===== src/rtl/hc_pkg.sv =====
// Shared types and constants for the hill-climbing result reporter.
// Holds the frame state encoding and the fitness high-byte helper.
package hc_pkg;

    localparam int         FIT_W            = 12;
    localparam logic [7:0] HDR_BYTE_DEFAULT = 8'hA5;

    typedef enum logic [2:0] {
        IDLE,
        HDR,
        FIT_HI,
        FIT_LO,
        SOL,
        CHK
    } rep_state_t;

    // Upper fitness nibble, zero-padded so it travels as one byte.
    function automatic logic [7:0] fit_hi_byte(input logic [FIT_W-1:0] fit);
        return {4'b0000, fit[FIT_W-1:8]};
    endfunction

endpackage


===== src/rtl/hc_result_reporter.sv =====
// Snapshots the optimizer result on a rising done edge and streams it as a
// framed byte sequence (header, fitness, solution LSB-first, XOR checksum).
module hc_result_reporter
    import hc_pkg::*;
#(
    parameter int         N_BITS   = 1024,
    parameter logic [7:0] HDR_BYTE = HDR_BYTE_DEFAULT
) (
    input  logic              clk,
    input  logic              rst_n,
    input  logic              done_i,
    input  logic [FIT_W-1:0]  best_fitness_i,
    input  logic [N_BITS-1:0] best_solution_i,
    output logic [7:0]        tx_data,
    output logic              tx_valid,
    input  logic              tx_ready,
    output logic              busy,
    output logic              frame_done,
    output logic [15:0]       frame_count
);

    localparam int N_BYTES = N_BITS / 8;
    localparam int IDX_W   = (N_BYTES > 1) ? $clog2(N_BYTES) : 1;
    localparam logic [IDX_W-1:0] LAST_IDX = IDX_W'(N_BYTES - 1);

    if ((N_BITS % 8) != 0 || N_BITS < 8) begin : g_bad_width
        $error("hc_result_reporter: N_BITS must be a multiple of 8 and at least 8");
    end

    rep_state_t        state, state_n;
    logic              done_q;
    logic [FIT_W-1:0]  fit_r, fit_n;
    logic [N_BITS-1:0] sol_r, sol_n;
    logic [7:0]        chk, chk_n;
    logic [IDX_W-1:0]  idx, idx_n, idx_inc;
    logic [7:0]        data_n;
    logic              valid_n;
    logic              busy_n;
    logic              frame_done_n;
    logic [15:0]       count_n;
    logic              trig;
    logic              accept;

    assign trig    = done_i & ~done_q;
    assign accept  = tx_valid & tx_ready;
    assign idx_inc = idx + IDX_W'(1);

    always_ff @(posedge clk or negedge rst_n) begin
        if (!rst_n) begin
            state       <= IDLE;
            done_q      <= 1'b0;
            fit_r       <= '0;
            sol_r       <= '0;
            chk         <= 8'h00;
            idx         <= '0;
            tx_data     <= 8'h00;
            tx_valid    <= 1'b0;
            busy        <= 1'b0;
            frame_done  <= 1'b0;
            frame_count <= 16'h0000;
        end else begin
            state       <= state_n;
            done_q      <= done_i;
            fit_r       <= fit_n;
            sol_r       <= sol_n;
            chk         <= chk_n;
            idx         <= idx_n;
            tx_data     <= data_n;
            tx_valid    <= valid_n;
            busy        <= busy_n;
            frame_done  <= frame_done_n;
            frame_count <= count_n;
        end
    end

    // Every output is computed here and registered, so tx_ready never reaches
    // tx_valid/tx_data combinationally; the next byte is staged on the handshake.
    always_comb begin
        state_n      = state;
        fit_n        = fit_r;
        sol_n        = sol_r;
        chk_n        = chk;
        idx_n        = idx;
        data_n       = tx_data;
        valid_n      = tx_valid;
        busy_n       = busy;
        frame_done_n = 1'b0;
        count_n      = frame_count;

        case (state)
            IDLE: begin
                if (trig) begin
                    fit_n   = best_fitness_i;
                    sol_n   = best_solution_i;
                    chk_n   = 8'h00;
                    idx_n   = '0;
                    busy_n  = 1'b1;
                    valid_n = 1'b1;
                    data_n  = HDR_BYTE;
                    state_n = HDR;
                end
            end
            HDR: begin
                if (accept) begin
                    data_n  = fit_hi_byte(fit_r);
                    state_n = FIT_HI;
                end
            end
            FIT_HI: begin
                if (accept) begin
                    chk_n   = chk ^ tx_data;
                    data_n  = fit_r[7:0];
                    state_n = FIT_LO;
                end
            end
            FIT_LO: begin
                if (accept) begin
                    chk_n   = chk ^ tx_data;
                    data_n  = sol_r[7:0];
                    idx_n   = '0;
                    state_n = SOL;
                end
            end
            SOL: begin
                if (accept) begin
                    chk_n = chk ^ tx_data;
                    if (idx == LAST_IDX) begin
                        data_n  = chk ^ tx_data;
                        state_n = CHK;
                    end else begin
                        idx_n  = idx_inc;
                        data_n = sol_r[{idx_inc, 3'b000} +: 8];
                    end
                end
            end
            CHK: begin
                if (accept) begin
                    valid_n      = 1'b0;
                    busy_n       = 1'b0;
                    frame_done_n = 1'b1;
                    count_n      = frame_count + 16'd1;
                    data_n       = 8'h00;
                    idx_n        = '0;
                    state_n      = IDLE;
                end
            end
            default: begin
                state_n = IDLE;
            end
        endcase
    end

endmodule

===== config.mk =====
export PLATFORM = sky130hd
export DESIGN_NAME = hc_result_reporter
export DESIGN_NICKNAME = d
export VERILOG_FILES = /design/src/rtl/hc_pkg.sv /design/src/rtl/hc_result_reporter.sv
export SDC_FILE = /design/constraint.sdc
export NUM_CORES = 2
export LEC_CHECK = 0
export CAP_MARGIN = 30
export CORE_AREA = 2 2 410 412
export CTS_CLUSTER_DIAMETER = 40
export DETAILED_ROUTE_END_ITERATION = 16
export DIE_AREA = 0 0 412 414
export GPL_TIMING_DRIVEN = 1
export PLACE_DENSITY = 0.57
export SYNTH_ARGS = -nofsm -noshare
export SYNTH_HDL_FRONTEND = slang
export SYNTH_SLANG_ARGS = --single-unit

===== constraint.sdc =====
create_clock -name clk -period 2.4 [get_ports clk]
set_input_delay 0.72 -clock clk [delete_from_list [all_inputs] [get_ports clk]]
set_output_delay 0.72 -clock clk [all_outputs]
set_load 0.01 [all_outputs]

Yosys cells after proc, flatten, opt, wreduce, memory -nomap -nowiden
Cells that the tools add are included.
{"block": "word_totals", "reg_bits": 1081, "in_bits": 1040, "elab_cells": 76}
{"block": "classes", "n_addsub": 2, "n_eq_ne": 16, "shifts": 1, "n_mux": 29, "n_bitwise": 4, "reduce_logical": 14}
{"op": "variable part select 1024 x 11 -> 8 bit", "count": 1}
{"op": "two-way mux 8 bit", "count": 9}
{"op": "one-hot mux 8 bit (6 select lines)", "count": 1}
{"op": "two-way mux 7 bit", "count": 4}
{"op": "two-way mux 3 bit", "count": 7}
{"op": "one-hot mux 7 bit (3 select lines)", "count": 1}
{"op": "one-hot mux 3 bit (6 select lines)", "count": 1}
{"op": "adder 16 x 1 -> 16 bit (second input constant)", "count": 1}
{"op": "inequality test 2 bit (second input constant)", "count": 8}
{"op": "one-hot mux 8 bit (2 select lines)", "count": 1}
{"op": "AND reduction 7 bit", "count": 2}
{"op": "bitwise XOR 8 bit", "count": 1}
{"op": "adder 7 x 1 -> 7 bit (second input constant)", "count": 1}
{"op": "== test 7 bit (second input constant)", "count": 1}
{"op": "== test 3 x 2 -> 1 bit (second input constant)", "count": 2}
{"op": "== test 3 bit (second input constant)", "count": 2}
{"op": "AND reduction 3 bit", "count": 2}
{"op": "nonzero test 6 bit", "count": 1}
{"op": "AND reduction 5 bit", "count": 1}
{"op": "two-way mux 1 bit", "count": 4}
{"op": "inequality test 2 x 1 -> 1 bit (second input constant)", "count": 2}
{"op": "AND reduction 2 bit", "count": 2}
{"op": "nonzero test 2 bit", "count": 2}
{"op": "== test 3 x 1 -> 1 bit (second input constant)", "count": 1}
{"op": "7 further kinds", "count": 8}

Logic depth before layout (Yosys ltp)
{"block": "logic_depth", "ltp_word": 5, "ltp_mapped": 12, "mapped_depth_nobuf": 8}

Worst setup path after synthesis
OpenSTA, ideal clock, no wires.
{"block": "synth_path", "path_type": "register to register", "startpoint": "register idx[0]", "endpoint": "register tx_data[1]", "setup_time_ps": 142, "arrival_ps": 2475, "required_time_ps": 2258, "path_slack_ps": -217, "stages_incl_launch_ff": 10, "path_buffers": 3, "period_less_slack_ps": 2617, "cell_sequence": "dfrtp_1 -> ha_1 -> buf_4 -> xor2_4 -> buf_2 -> buf_4 -> mux4_2 -> mux4_2 -> a31oi_1 -> o221ai_1"}
{"block": "synth_via", "elab_chain_cells": 5, "word_cells_on_any_way": 6, "cone_classes": "add/sub (1); eq/ne (1); shift (1); mux (3)"}
{"item": "start: declaration", "line_no": "hc_result_reporter.sv:35", "text": "logic [IDX_W-1:0] idx, idx_n, idx_inc;"}
{"item": "start signal: assignment", "line_no": "hc_result_reporter.sv:67", "text": "idx <= idx_n;"}
{"item": "adder 7 x 1 -> 7 bit", "line_no": "hc_result_reporter.sv:46", "text": "assign idx_inc = idx + IDX_W'(1);"}
{"item": "variable part select 1024 x 11 -> 8 bit", "line_no": "hc_result_reporter.sv:132", "text": "data_n = sol_r[{idx_inc, 3'b000} +: 8];"}
{"item": "two-way mux 8 bit *", "line_no": "hc_result_reporter.sv:127", "text": "if (idx == LAST_IDX) begin"}
{"item": "two-way mux 8 bit *", "line_no": "hc_result_reporter.sv:125", "text": "if (accept) begin"}
{"item": "one-hot mux 8 bit (6 select lines) *", "line_no": "hc_result_reporter.sv:90", "text": "case (state)"}
{"item": "end signal: assignment", "line_no": "hc_result_reporter.sv:68", "text": "tx_data <= data_n;"}
{"item": "end: declaration", "line_no": "hc_result_reporter.sv:14", "text": "output logic [7:0] tx_data,"}
Mark *: on every way between the ends. The rest lies on a longest branch, timed or not. The select of a mux whose other input is x is not followed.
A chain may end at the register's enable or synchronous reset.

Worst setup path after layout
{"block": "layout_path", "startpoint": "register idx[0]", "endpoint": "register tx_data[3]"}
The elaborated chain is that of the path after synthesis.

==> impl_metrics.json <==
{
  "outcome": "complete, but fails checks",
  "violations": "setup timing",
  "wl_per_cell_um": 28.8,
  "syn_area_um2": 49100,
  "synth_top_family_by_area": "multiplexers",
  "fin_ws_ps": -585,
  "final_layout_size_suffix_gt1_share_pct": 46.2,
  "clock_skew_ps": 35.2,
  "worst_pin_slew_ps": 560,
  "synth-adder-area-share_pct": 0.0510,
  "syn_inst": 3064,
  "syn-num-nets": 4106,
  "maxSlewViolCount": 0,
  "crit_path_end_kind": "flip-flop",
  "crit_slowest_cell": "mux4_2",
  "drc": 0,
  "clock_latency_ps": 800,
  "grt_antenna_before_repair": 61,
  "ys_seq_elements": 1081,
  "grt_start_max_net_pins": 97,
  "crit_chain": "ha_4 -> buf_12 -> buf_12 -> buf_16 -> buf_8 -> mux4_2 -> mux4_2 -> mux2_4 -> nand3_2 -> and3_1 -> o221ai_1",
  "dp_hpwl_mm": 157,
  "finalNetCount": 5552,
  "drt_iter0_drc": 2487,
  "area_growth_syn_to_layout_pct": 49.4,
  "cts.htree.levels": 4,
  "required_ps": 3030,
  "synth_edf_count": 0,
  "gr-usage-all-layers_pct": 23.0,
  "ioPinCount": 1067,
  "clkSinkCount": 1081,
  "die_x_um": 412,
  "synth.avg_cell_area_um2": 16.0,
  "p_leak_nw": 29.4,
  "die-area_um2": 171000,
  "wl_mm": 199,
  "numCtsBuffers": 186,
  "ir_drop_mv": 0.709,
  "fp.coreArea_um2": 166000,
  "synth-xor-area-share_pct": 0.538,
  "dr_total_vias": 34041,
  "gr-total-overflow": 0,
  "synth_ff_type": "dfrtp_1",
  "final_common_cell": "dfrtp_1",
  "critPathArrivalTime_ps": 3610,
  "synthDistinctLibCells": 60,
  "clockBufferDepth": 3,
  "synth.mux.area_fraction_pct": 37.8,
  "rsz0062_at_grt": "true",
  "p_comb_share_pct": 33.0,
  "routed_via_density": 4.93,
  "timing.final.crit_share_pct": 124,
  "dr.pass1.iters": 5,
  "p_int_w": 0.0647,
  "async_reset_ff_share_pct": 100,
  "switching_power_w": 0.0281,
  "seqPwrFrac_pct": 36.1,
  "ys_seq_area_share_pct": 55.1,
  "final_hold_viol_count": 0,
  "finalSetupViolCount": 8,
  "crit_type": "flip-flop to flip-flop",
  "hp-class": "input port to flip-flop",
  "power_density_nw_per_um2": 1270,
  "grt_pass1_wl_mm": 277,
  "die_height_um": 414,
  "start_util_pct": 29.5,
  "hold_ws_ps": 437,
  "critical_path_peak_fanout": 5,
  "routabilityCongestion": 0.880,
  "clockRootBuffer": "clkbuf_16",
  "relSlewSlack_pct": 62.6,
  "max_freq_ghz": 0.335,
  "grt_pass1_vias": 37345,
  "cp_top_family": "multiplexers",
  "slowest_delay_ps": 540,
  "p_clk_share_pct": 30.9,
  "critPathBufInv": 4,
  "dp_slack_ps": -1000,
  "final_cell_mix": "dfrtp_1 (1075), mux2_2 (1041), clkdlybuf4s50_1 (1038), mux4_2 (289), buf_4 (273)",
  "maxCapViolations": 0,
  "finalCriticalPeriod_ps": 2980,
  "antenna_left": 0,
  "placement.io_buffers": 1066,
  "core.rowCount": 150,
  "ys_warn_count": 0,
  "clk_pin_slew_ps": 40,
  "post_synth_and_or_nand_nor_area_fraction_pct": 2.32,
  "cp-start-kind": "flip-flop",
  "synth_compound_area_share_pct": 1.78,
  "tritoncts": "yes",
  "swShare_pct": 30.3
}
-- state kept, by name (all words and copies together) (netlist names), 3 cells and up --
signal,count
frame_count,16
idx,7
sol_r,1024
state,3
fit_r,12
tx_data,8
chk,8
-- metal layers --
| metal | wire (um) | global-route usage [%] |
|---|---|---|
| met1 | 78000 | 27.5 |
| met2 | 101000 | 39.8 |
| met3 | 10500 | 4.76 |
| met4 | 8790 | 9.73 |
| met5 | 195 | 0 |
-- final timing paths --
check                                               to                   startpoint  depth (start not counted)  slack (ps)
min                                   done_q$_DFF_PN0_                       done_i                          1         440
max                             tx_data[3]$_DFFE_PN0P_           idx[0]$_DFFE_PN0P_                         11        -580
min in group asynchronous       sol_r[213]$_DFFE_PN0P_                        rst_n                          2         490
max reg2reg                     tx_data[3]$_DFFE_PN0P_           idx[0]$_DFFE_PN0P_                         11        -580
min reg2reg                frame_count[15]$_DFFE_PN0P_  frame_count[15]$_DFFE_PN0P_                          1         470
max in group asynchronous        sol_r[68]$_DFFE_PN0P_                        rst_n                          3        1010
-- synthesized netlist by cell type (all sizes together), types with 4 or more instances --
cell / instances / area (um2)
nand3: 42 / 215
xor2: 9 / 97.6
nor2: 20 / 75.1
buf: 153 / 926
dfrtp: 1081 / 27100
o221ai: 5 / 43.8
xnor2: 19 / 166
mux2: 1045 / 11800
mux2i: 25 / 250
and2: 4 / 25.0
mux4: 289 / 6510
a2111oi: 7 / 73.8
and3: 13 / 81.3
clkbuf: 62 / 233
nor3b: 4 / 30.0
inv: 9 / 33.8
a311oi: 9 / 78.8
a211oi: 5 / 37.5
a21oi: 15 / 75.1
o32ai: 4 / 35.0
nor3: 12 / 65.1
a31oi: 9 / 56.3
nand4: 13 / 81.3
a22oi: 8 / 60.1
o21ai: 37 / 189
nand2: 121 / 462
-- power by group through the flow --
| stage | Clock, W | Combinational (W) | Sequential, W |
|---|---|---|---|
| 2_1_floorplan | 0 | 0.0195 | 0.0304 |
| 3_3_place_gp | 0 | 0.0288 | 0.0336 |
| 3_5_place_dp | 0 | 0.0293 | 0.0337 |
| 4_1_cts | 0.0292 | 0.0307 | 0.0335 |
| 5_1_grt | 0.0300 | 0.0326 | 0.0344 |
| 6_report | 0.0287 | 0.0306 | 0.0335 |
-- cell type report --
type,instances,area (um2)
Antenna cell,30,75.1
Clock buffer,228,5010
Clock inverter,115,1780
Fill cell,15092,93000
Inverter,9,33.8
Multi-Input combinational cell,1760,21400
Sequential cell,1081,27100
Tap cell,2204,2760
Timing Repair Buffer,1472,15200
-- cell families (layout without fill, tap and decap cells) --
| kind of cell | after synthesis | in the layout |
|---|---|---|
| muxes | 1359 | 1359 |
| DFF | 1081 | 1081 |
| and+or+nand+nor | 244 | 245 |
| buffers and inverters | 224 | 1824 |
| AOI/OAI and AO/OA | 126 | 126 |
| xor gates and xnor gates | 28 | 28 |
| adders and majority gates | 2 | 2 |
| other | 0 | 30 |
-- worst reg2reg max path, cell delays in order (launching register included) --
cell and delay, ps:
dfrtp_4 490, ha_4 270, buf_12 130, buf_12 130, buf_16 150, buf_8 130
mux4_2 300, mux4_2 540, mux2_4 340, nand3_2 80, and3_1 160, o221ai_1 120
-- repair_timing --
item / 4_1_cts / 5_1_grt
gates resized for setup: 142 / 51
hold endpoints to repair: 20 / 0
buffers inserted: 45 / 16
endpoints found under the setup margin: 36 / 15
pin swaps: 14 / 22
cloned: 5 / 2
hold buffers: 1 / 0
-- metrics by stage --
stage	instance area [um2]	total power [W]	std cells	TNS, ps	utilization (%)
global placement	65100	0.0624	6460	-278410	39.2
finish	73300	0.0928	6899	-3980	44.1
detailed placement	65100	0.0630	6460	-312720	39.2
global route	73300	0.0970	6891	-4560	44.1
CTS	72900	0.0934	6853	-4190	43.8
floorplan	49200	0.0499	3064	-455	-
No activity file was read; power rests on OpenSTA's default activity.
